[src/rtl/hazard_ctrl.sv]
`default_nettype none
// ============================================================================
// Module   : hazard_ctrl
// Purpose  : Sequencing, forwarding, trap and memory-stall control for the
//            3-stage IF | DE | MW pipeline.
// Revision : 1.0 - initial release
// ============================================================================
module hazard_ctrl #(
  parameter int TIMEOUT = 16,
  parameter int CNT_W   = 32
) (
  input  logic             clk,
  input  logic             rst,
  input  logic [4:0]       rs1_de,
  input  logic [4:0]       rs2_de,
  input  logic [4:0]       rd_mw,
  input  logic             reg_wr_mw,
  input  logic             mem_rd_mw,
  input  logic             mem_wr_mw,
  input  logic             dmem_ack,
  input  logic             br_taken_de,
  input  logic             mret_de,
  input  logic             intr_req,
  output logic [1:0]       pc_sel,
  output logic             pc_en,
  output logic             ifid_en,
  output logic             ifid_flush,
  output logic             demw_en,
  output logic             demw_flush,
  output logic             fwd_a,
  output logic             fwd_b,
  output logic             dmem_req,
  output logic             intr_ack,
  output logic             bus_err,
  output logic [CNT_W-1:0] stall_cnt
);

  localparam logic [0:0]       ST_RUN      = 1'b0;
  localparam logic [0:0]       ST_MEM_WAIT = 1'b1;
  localparam logic [1:0]       C_PC_SEQ    = 2'b00;
  localparam logic [1:0]       C_PC_BR     = 2'b01;
  localparam logic [1:0]       C_PC_MTVEC  = 2'b10;
  localparam logic [1:0]       C_PC_EPC    = 2'b11;
  localparam logic [7:0]       C_TIMEOUT   = 8'(TIMEOUT);
  localparam logic [CNT_W-1:0] C_CNT_MAX   = '1;

  logic [0:0]       fsm_q, fsm_d;
  logic             in_trap_q, in_trap_d;
  logic [7:0]       wait_cnt_q, wait_cnt_d;
  logic [CNT_W-1:0] stall_cnt_q, stall_cnt_d;
  logic             w_mem_op;
  logic             w_redirect;

  assign w_mem_op  = mem_rd_mw | mem_wr_mw;
  assign fwd_a     = reg_wr_mw & (rd_mw != 5'd0) & (rd_mw == rs1_de);
  assign fwd_b     = reg_wr_mw & (rd_mw != 5'd0) & (rd_mw == rs2_de);
  assign stall_cnt = stall_cnt_q;

  always_comb begin
    pc_sel      = C_PC_SEQ;
    pc_en       = 1'b1;
    ifid_en     = 1'b1;
    ifid_flush  = 1'b0;
    demw_en     = 1'b1;
    demw_flush  = 1'b0;
    dmem_req    = w_mem_op;
    intr_ack    = 1'b0;
    bus_err     = 1'b0;
    w_redirect  = 1'b0;
    fsm_d       = fsm_q;
    in_trap_d   = in_trap_q;
    wait_cnt_d  = wait_cnt_q;

    case (fsm_q)
      ST_RUN: begin
        if (w_mem_op && !dmem_ack) begin
          pc_en      = 1'b0;
          ifid_en    = 1'b0;
          demw_en    = 1'b0;
          fsm_d      = ST_MEM_WAIT;
          wait_cnt_d = 8'd1;
        end else begin
          w_redirect = 1'b1;
        end
      end
      ST_MEM_WAIT: begin
        if (dmem_ack) begin
          fsm_d      = ST_RUN;
          wait_cnt_d = 8'd0;
          w_redirect = 1'b1;
        end else if (wait_cnt_q == C_TIMEOUT) begin
          // Abandoned access is reported as a trap through mtvec.
          bus_err    = 1'b1;
          dmem_req   = 1'b0;
          pc_sel     = C_PC_MTVEC;
          ifid_flush = 1'b1;
          demw_flush = 1'b1;
          in_trap_d  = 1'b1;
          fsm_d      = ST_RUN;
          wait_cnt_d = 8'd0;
        end else begin
          pc_en      = 1'b0;
          ifid_en    = 1'b0;
          demw_en    = 1'b0;
          wait_cnt_d = wait_cnt_q + 8'd1;
        end
      end
      default: fsm_d = ST_RUN;
    endcase

    if (w_redirect) begin
      if (intr_req && !in_trap_q) begin
        pc_sel     = C_PC_MTVEC;
        ifid_flush = 1'b1;
        demw_flush = 1'b1;
        intr_ack   = 1'b1;
        in_trap_d  = 1'b1;
      end else if (mret_de) begin
        pc_sel     = C_PC_EPC;
        ifid_flush = 1'b1;
        in_trap_d  = 1'b0;
      end else if (br_taken_de) begin
        pc_sel     = C_PC_BR;
        ifid_flush = 1'b1;
      end
    end

    stall_cnt_d = (!pc_en && (stall_cnt_q != C_CNT_MAX)) ? stall_cnt_q + 1'b1
                                                          : stall_cnt_q;

    if (!rst) begin
      pc_en      = 1'b0;
      ifid_flush = 1'b1;
      demw_flush = 1'b1;
      dmem_req   = 1'b0;
      intr_ack   = 1'b0;
      bus_err    = 1'b0;
      pc_sel     = C_PC_SEQ;
    end
  end

  always_ff @(posedge clk) begin
    if (!rst) begin
      fsm_q       <= ST_RUN;
      in_trap_q   <= 1'b0;
      wait_cnt_q  <= 8'd0;
      stall_cnt_q <= '0;
    end else begin
      fsm_q       <= fsm_d;
      in_trap_q   <= in_trap_d;
      wait_cnt_q  <= wait_cnt_d;
      stall_cnt_q <= stall_cnt_d;
    end
  end

endmodule
`default_nettype wire

[config.mk]
export PLATFORM = sky130hd
export DESIGN_NAME = hazard_ctrl
export DESIGN_NICKNAME = d
export VERILOG_FILES = /design/src/rtl/hazard_ctrl.sv
export SDC_FILE = /design/constraint.sdc
export NUM_CORES = 1
export LEC_CHECK = 0
export CAP_MARGIN = 20
export CELL_PAD_IN_SITES_DETAIL_PLACEMENT = 0
export CELL_PAD_IN_SITES_GLOBAL_PLACEMENT = 1
export CORE_MARGIN = 2
export CORE_UTILIZATION = 45
export CTS_BUF_LIST = sky130_fd_sc_hd__clkbuf_16
export DETAILED_ROUTE_END_ITERATION = 10
export DONT_BUFFER_PORTS = 1
export PLACE_DENSITY = 0.77
export REMOVE_ABC_BUFFERS = 1
export SLEW_MARGIN = 20
export SYNTH_ARGS = -nofsm -noshare
export SYNTH_HDL_FRONTEND = slang
export SYNTH_SLANG_ARGS = --single-unit
[constraint.sdc]
create_clock -name clk -period 2.7 [get_ports clk]
set_input_delay 0.405 -clock clk [delete_from_list [all_inputs] [get_ports clk]]
set_output_delay 0.405 -clock clk [all_outputs]
set_load 0.01 [all_outputs]
Word level (Yosys, flattened, before mapping)
Cells that the tools add are included.
{"block": "op_classes", "n_addsub": 2, "eq_ne": 5, "mux": 47, "bitwise": 5, "n_reduce_logical": 7}
{"cell": "$add 32x1->32 const B", "n": 1}
{"cell": "$mux 1", "n": 32}
{"cell": "$ne 32x32->1 const B", "n": 1}
{"cell": "$mux 8", "n": 3}
{"cell": "$mux 2", "n": 8}
{"cell": "$pmux 8 s2", "n": 1}
{"cell": "$eq 5x5->1", "n": 2}
{"cell": "$add 8x1->8 const B", "n": 1}
{"cell": "$eq 8x5->1 const B", "n": 1}
{"cell": "$pmux 1 s2", "n": 3}
{"cell": "$reduce_bool 5->1", "n": 1}
{"cell": "$and 1x1->1", "n": 3}
{"cell": "$logic_and 1x1->1", "n": 3}
{"cell": "$logic_not 1->1", "n": 3}
{"cell": "$ne 2x2->1 const B", "n": 1}
{"cell": "$not 1->1", "n": 1}
{"cell": "$or 1x1->1", "n": 1}
{"block": "word_totals", "regBits": 42, "inputBits": 24, "output_inout_bits": 44, "word_cells": 70}

Depth between registers and ports, before layout
{"block": "depth", "ltp_word": 9, "depth_mapped": 9, "depth_no_buf": 8}

Worst setup path before layout
No wires, ideal clock.
{"block": "synth_timing", "kind": "register to output", "from": "register wait_cnt_q[0]", "to": "output pc_sel[1]", "t_arrival_ps": 1753, "required_ps": 2295, "path_slack_ps": 542, "stages_incl_launch_ff": 7, "cell_sequence": "dfxtp_1 -> inv_1 -> ha_1 -> nor4bb_1 -> nor4b_1 -> nand3b_1 -> a21oi_1"}
{"block": "synth_between", "elab_chain_cells": 9}
{"item": "start: declaration", "line_no": "49", "source": "logic [7:0] wait_cnt_q, wait_cnt_d;"}
{"item": "start signal: assignment", "line_no": "151", "source": "wait_cnt_q <= wait_cnt_d;"}
{"item": "$eq 8x5->1 (*)", "line_no": "91", "source": "end else if (wait_cnt_q == C_TIMEOUT) begin"}
{"item": "$mux 2 (*)", "line_no": "91"}
{"item": "$mux 2 (*)", "line_no": "87", "source": "if (dmem_ack) begin"}
{"item": "$mux 2 (*)", "line_no": "74", "source": "case (fsm_q)"}
{"item": "$mux 2", "line_no": "122", "source": "end else if (br_taken_de) begin"}
{"item": "$mux 2", "line_no": "118", "source": "end else if (mret_de) begin"}
{"item": "$mux 2", "line_no": "112", "source": "if (intr_req && !in_trap_q) begin"}
{"item": "$mux 2 (*)", "line_no": "111", "source": "if (w_redirect) begin"}
{"item": "$mux 2 (*)", "line_no": "131", "source": "if (!rst) begin"}
{"item": "end: declaration", "line_no": "24", "source": "output logic [1:0] pc_sel,"}
Every way passes the cells marked *; elsewhere a longest branch is shown, timed or not.

Worst setup path after layout
Same ends and word-level chain as after synthesis.

==> load_flow_metrics.sql <==
INSERT INTO impl_metrics (metric_group, metric, value, unit) VALUES
('yosys', 'synth_largest_type_area_fraction', '0.357', ''),
('yosys', 'ys_types', '46', ''),
('pwr', 'p_sw', '292', 'uW'),
('pwr', 'totalPowerFinal', '1290', 'uW'),
('pwr', 'portion_of_total_power_attributed_to_sequential_cells', '0.494', ''),
('min_path', 'hold_class', 'in -> reg', ''),
('timing', 'finalCritPeriodShare', '0.927', ''),
('critical_path', 'reg2reg_from', 'wait_cnt_q[0]$_SDFFE_PN0P_', ''),
('timing', 'final.setup_skew', '0.00578', 'ns'),
('global_routing', 'grt_pass1_vias', '1905', ''),
('yosys', 'synth.yosys.warnings', '0', ''),
('die', 'chipWidth', '76.3', 'um'),
('critical_path', 'worst_path_largest_cell_delay', '0.35', 'ns'),
('die', 'die_height', '76.3', 'um'),
('global_routing', 'grt_antenna_before_repair', '0', ''),
('clock_tree', 'cts.reportedPaths.clkPinSlew', '0.06', 'ns'),
('pwr', 'cell_internal_pwr', '995', 'uW'),
('timing', 'period_needed', '2.50', 'ns'),
('yosys', 'synth.ff_latch_count', '42', ''),
('min_path', 'timing.hold.worst_path_depth', '1', ''),
('min_path', 'worstHoldStart', 'rst', ''),
('placed_design', 'detailedPlace.worstSlack', '0.386', 'ns'),
('critical_path', 'path_max_fanout', '5', ''),
('pwr', 'power_leakage', '0.000820', 'uW'),
('pwr', 'power_density', '498', 'nW/um^2'),
('placed_design', 'dp_cells', '353', ''),
('yosys', 'synth.top_cells.by_area', 'sky130_fd_sc_hd__dfxtp_1 36%, sky130_fd_sc_hd__or4_1 4.8%, sky130_fd_sc_hd__nand2_1 4.5%', ''),
('clock_tree', 'root_cell_of_the_clock_tree', 'sky130_fd_sc_hd__clkbuf_16', ''),
('timing', 'slew_violations', '0', ''),
('placed_design', 'dp_hpwl', '3.82', 'mm'),
('die', 'std_cell_rows', '26', ''),
('placed_design', 'gpl.final_weighted_congestion', '0.801', ''),
('timing', 'finalSetupViolations', '0', ''),
('die', 'floorplan.die_area', '5830', 'um^2'),
('critical_path', 'worst-setup-path-type', 'reg -> out', ''),
('routing', 'dr.first_iter.drc_count', '134', ''),
('critical_path', 'cp.arrival', '2.10', 'ns'),
('cells_and_area', 'finish.net_count', '317', ''),
('routing', 'post_drt_via_cell_ratio', '5.73', ''),
('critical_path', 'setup.worst_path.end_class', 'primary output', ''),
('critical_path', 'timing.critical_path.cells', 'inv_1, ha_1, nor4bb_2, nor4b_2, buf_4, nand3b_1, a21oi_1', ''),
('yosys', 'post_synth_instance_area', '2350', 'um^2'),
('routing', 'remaining_antenna_violation_count_after_routing', '0', ''),
('yosys', 'synth_sequential_area_ratio', '0.357', ''),
('die', 'floorplan.initialDensity', '0.464', ''),
('cells_and_area', 'number_of_standard_cells_in_the_layout_taps_in_and_fillers_out', '360', ''),
('routing', 'drt_wl_total', '5.28', 'mm'),
('global_routing', 'grt_start_max_net_pins', '30', ''),
('routing', 'post-route-drc-count', '0', ''),
('clock_tree', 'post_cts.resized_instances', '0', ''),
('critical_path', 'timing.critical_path.from_type', 'flop', ''),
('critical_path', 'critical-path-top-delay-family', 'simple AND/OR/NAND/NOR gates', ''),
('clock_tree', 'cts_made_buffers', '5', ''),
('cells_and_area', 'count_of_filler_cells_inserted_in_the_layout', '507', ''),
('pwr', 'combPwrFrac', '0.075', ''),
('clock_tree', 'cts.path.max_buffers', '2', ''),
('clock_tree', 'tritoncts_clock_tree', 'built', ''),
('clock_tree', 'worstSkewPairLatency', '0.28', 'ns'),
('timing', 'hold_violations', '0', ''),
('yosys', 'syn_avg_cell_area', '8.23', 'um^2'),
('critical_path', 'rr_endpoint', 'stall_cnt[20]$_SDFFE_PN0P_', ''),
('routing', 'post_drt_wl_per_cell', '14.7', 'um'),
('outcome', 'outcome', 'completed', ''),
('cells_and_area', 'antennaDiodeCount', '0', ''),
('pwr', 'switching_share', '0.227', ''),
('placed_design', 'port_buffers', '0', ''),
('yosys', 'synth_top_area_cell', 'sky130_fd_sc_hd__dfxtp_1', ''),
('global_routing', 'grt_remaining_overflow', '0', ''),
('timing', 'unrepaired_setup_endpoints_after_global_routing', 'false', ''),
('critical_path', 'worstRegToRegCells', '8', ''),
('cells_and_area', 'drive_above_1_share', '0.0966', '');
## power groups by stage
stage	clock [uW]	sequential [uW]	combinational, uW
after global routing	603	637	109
after floorplan	0	649	70.2
after CTS	569	635	97.1
after global placement	0	649	95.1
after detailed placement	0	649	96.6
final	555	636	96.3
## worst max path at each step
| stage | from | endpoint | slack, ns | depth (start not counted) |
|---|---|---|---|---|
| CTS | wait_cnt_q[0]$_SDFFE_PN0P_ | pc_sel[1] | 0.07 | 7 |
| floorplan | stall_cnt[14]$_SDFFE_PN0P_ | stall_cnt[5]$_SDFFE_PN0P_ | 0.31 | 5 |
| global route | wait_cnt_q[0]$_SDFFE_PN0P_ | pc_sel[1] | 0.02 | 7 |
| finish | wait_cnt_q[0]$_SDFFE_PN0P_ | pc_sel[1] | 0.20 | 7 |
| detailed placement | wait_cnt_q[0]$_SDFFE_PN0P_ | pc_sel[1] | 0.39 | 7 |
| global placement | wait_cnt_q[0]$_SDFFE_PN0P_ | pc_sel[1] | 0.42 | 7 |
## metrics by stage
step | hold slack, ns | instance area [um^2] | utilization
2_1_floorplan | 0.438 | 2290 | -
3_3_place_gp | 0.488 | 2440 | 0.480
3_5_place_dp | 0.489 | 2440 | 0.480
4_1_cts | 0.261 | 2570 | 0.506
5_1_grt | 0.260 | 2580 | 0.509
6_report | 0.255 | 2580 | 0.509
## routing by layer
layer | GRT usage | part of all wire | vias to the layer above
met1 | 0.244 | 0.46 | 929
li1 | - | - | 1059
met5 | 0 | 0 | -
met2 | 0.297 | 0.45 | 69
met4 | 0.0636 | 0.015 | 0
met3 | 0.0592 | 0.071 | 7
## registers in the layout, indices dropped and copies added, names as in the netlist
signal      flops
wait_cnt_q      8
in_trap_q       1
fsm_q           1
stall_cnt      32
## kinds of logic after synthesis
group / share of synthesized area
DFF: 0.357
muxes: 0.0128
AOI/OAI and AO/OA: 0.179
adders and majority gates: 0.0159
xor gates and xnor gates: 0.0781
and+or+nand+nor: 0.315
buffers and inverters: 0.0420
## worst register-to-register path, cell delays in order (launching register included)
cell                       delay [ns]
sky130_fd_sc_hd__dfxtp_1         0.41
sky130_fd_sc_hd__inv_1           0.10
sky130_fd_sc_hd__ha_1            0.20
sky130_fd_sc_hd__nor4bb_2        0.18
sky130_fd_sc_hd__a211oi_2        0.36
sky130_fd_sc_hd__inv_1           0.17
sky130_fd_sc_hd__a211o_1         0.34
sky130_fd_sc_hd__or3_1           0.37
sky130_fd_sc_hd__a21oi_1         0.13
## Yosys cell counts (all sizes together)
library cell and number:
a21oi 24, a31oi 1, mux2i 3, a211oi 2, ha 3, nor2 25, o31ai 14, and2 1
nor4 6, o22ai 1, nor4b 2, nand3b 1, nand2b 5, o21bai 1, or3 10, or2 4
xnor2 9, xor2 12, nand4 12, o21ai 15, nor4bb 1, a21o 1, a2111oi 2, inv 9
nor3 3, nor2b 1, nand2 28, dfxtp 42, nand3 12, and3 6, a221o 1, or4 16
a211o 1, clkbuf 6, buf 5, o22a 1
## placed cells by master (no fill, tap or decap), types with 2 or more instances in the layout
master | netlist | layout
sky130_fd_sc_hd__dfxtp_1 | 42 | 42
sky130_fd_sc_hd__nand2_1 | 28 | 28
sky130_fd_sc_hd__nor2_1 | 25 | 25
sky130_fd_sc_hd__a21oi_1 | 20 | 20
sky130_fd_sc_hd__or4_1 | 15 | 15
sky130_fd_sc_hd__o31ai_1 | 13 | 13
sky130_fd_sc_hd__o21ai_0 | 12 | 12
sky130_fd_sc_hd__nand3_1 | 12 | 12
sky130_fd_sc_hd__xor2_1 | 12 | 12
sky130_fd_sc_hd__inv_1 | 9 | 11
sky130_fd_sc_hd__nand4_1 | 10 | 10
sky130_fd_sc_hd__or3_1 | 10 | 10
sky130_fd_sc_hd__xnor2_1 | 9 | 9
sky130_fd_sc_hd__buf_4 | 2 | 8
sky130_fd_sc_hd__and3_1 | 6 | 6
sky130_fd_sc_hd__nor4_1 | 5 | 5
sky130_fd_sc_hd__nand2b_1 | 5 | 5
sky130_fd_sc_hd__clkbuf_16 | 0 | 5
sky130_fd_sc_hd__a21oi_2 | 4 | 4
sky130_fd_sc_hd__nor3_1 | 3 | 3
sky130_fd_sc_hd__or2_2 | 3 | 3
sky130_fd_sc_hd__o21ai_1 | 3 | 3
sky130_fd_sc_hd__mux2i_1 | 3 | 3
sky130_fd_sc_hd__ha_1 | 3 | 3
sky130_fd_sc_hd__nand4_2 | 2 | 2
sky130_fd_sc_hd__a2111oi_0 | 2 | 2
## cell type report
cell class	count	area (um^2)	share of cell area
Clock buffer	5	125	0.0484
Clock inverter	2	7.51	0.00291
Inverter	9	33.8	0.0131
Multi-Input combinational cell	224	1430	0.553
Sequential cell	42	841	0.326
Tap cell	70	87.6	0.0339
Timing Repair Buffer	8	60.1	0.0233
Power figures use the tool's default switching activity.
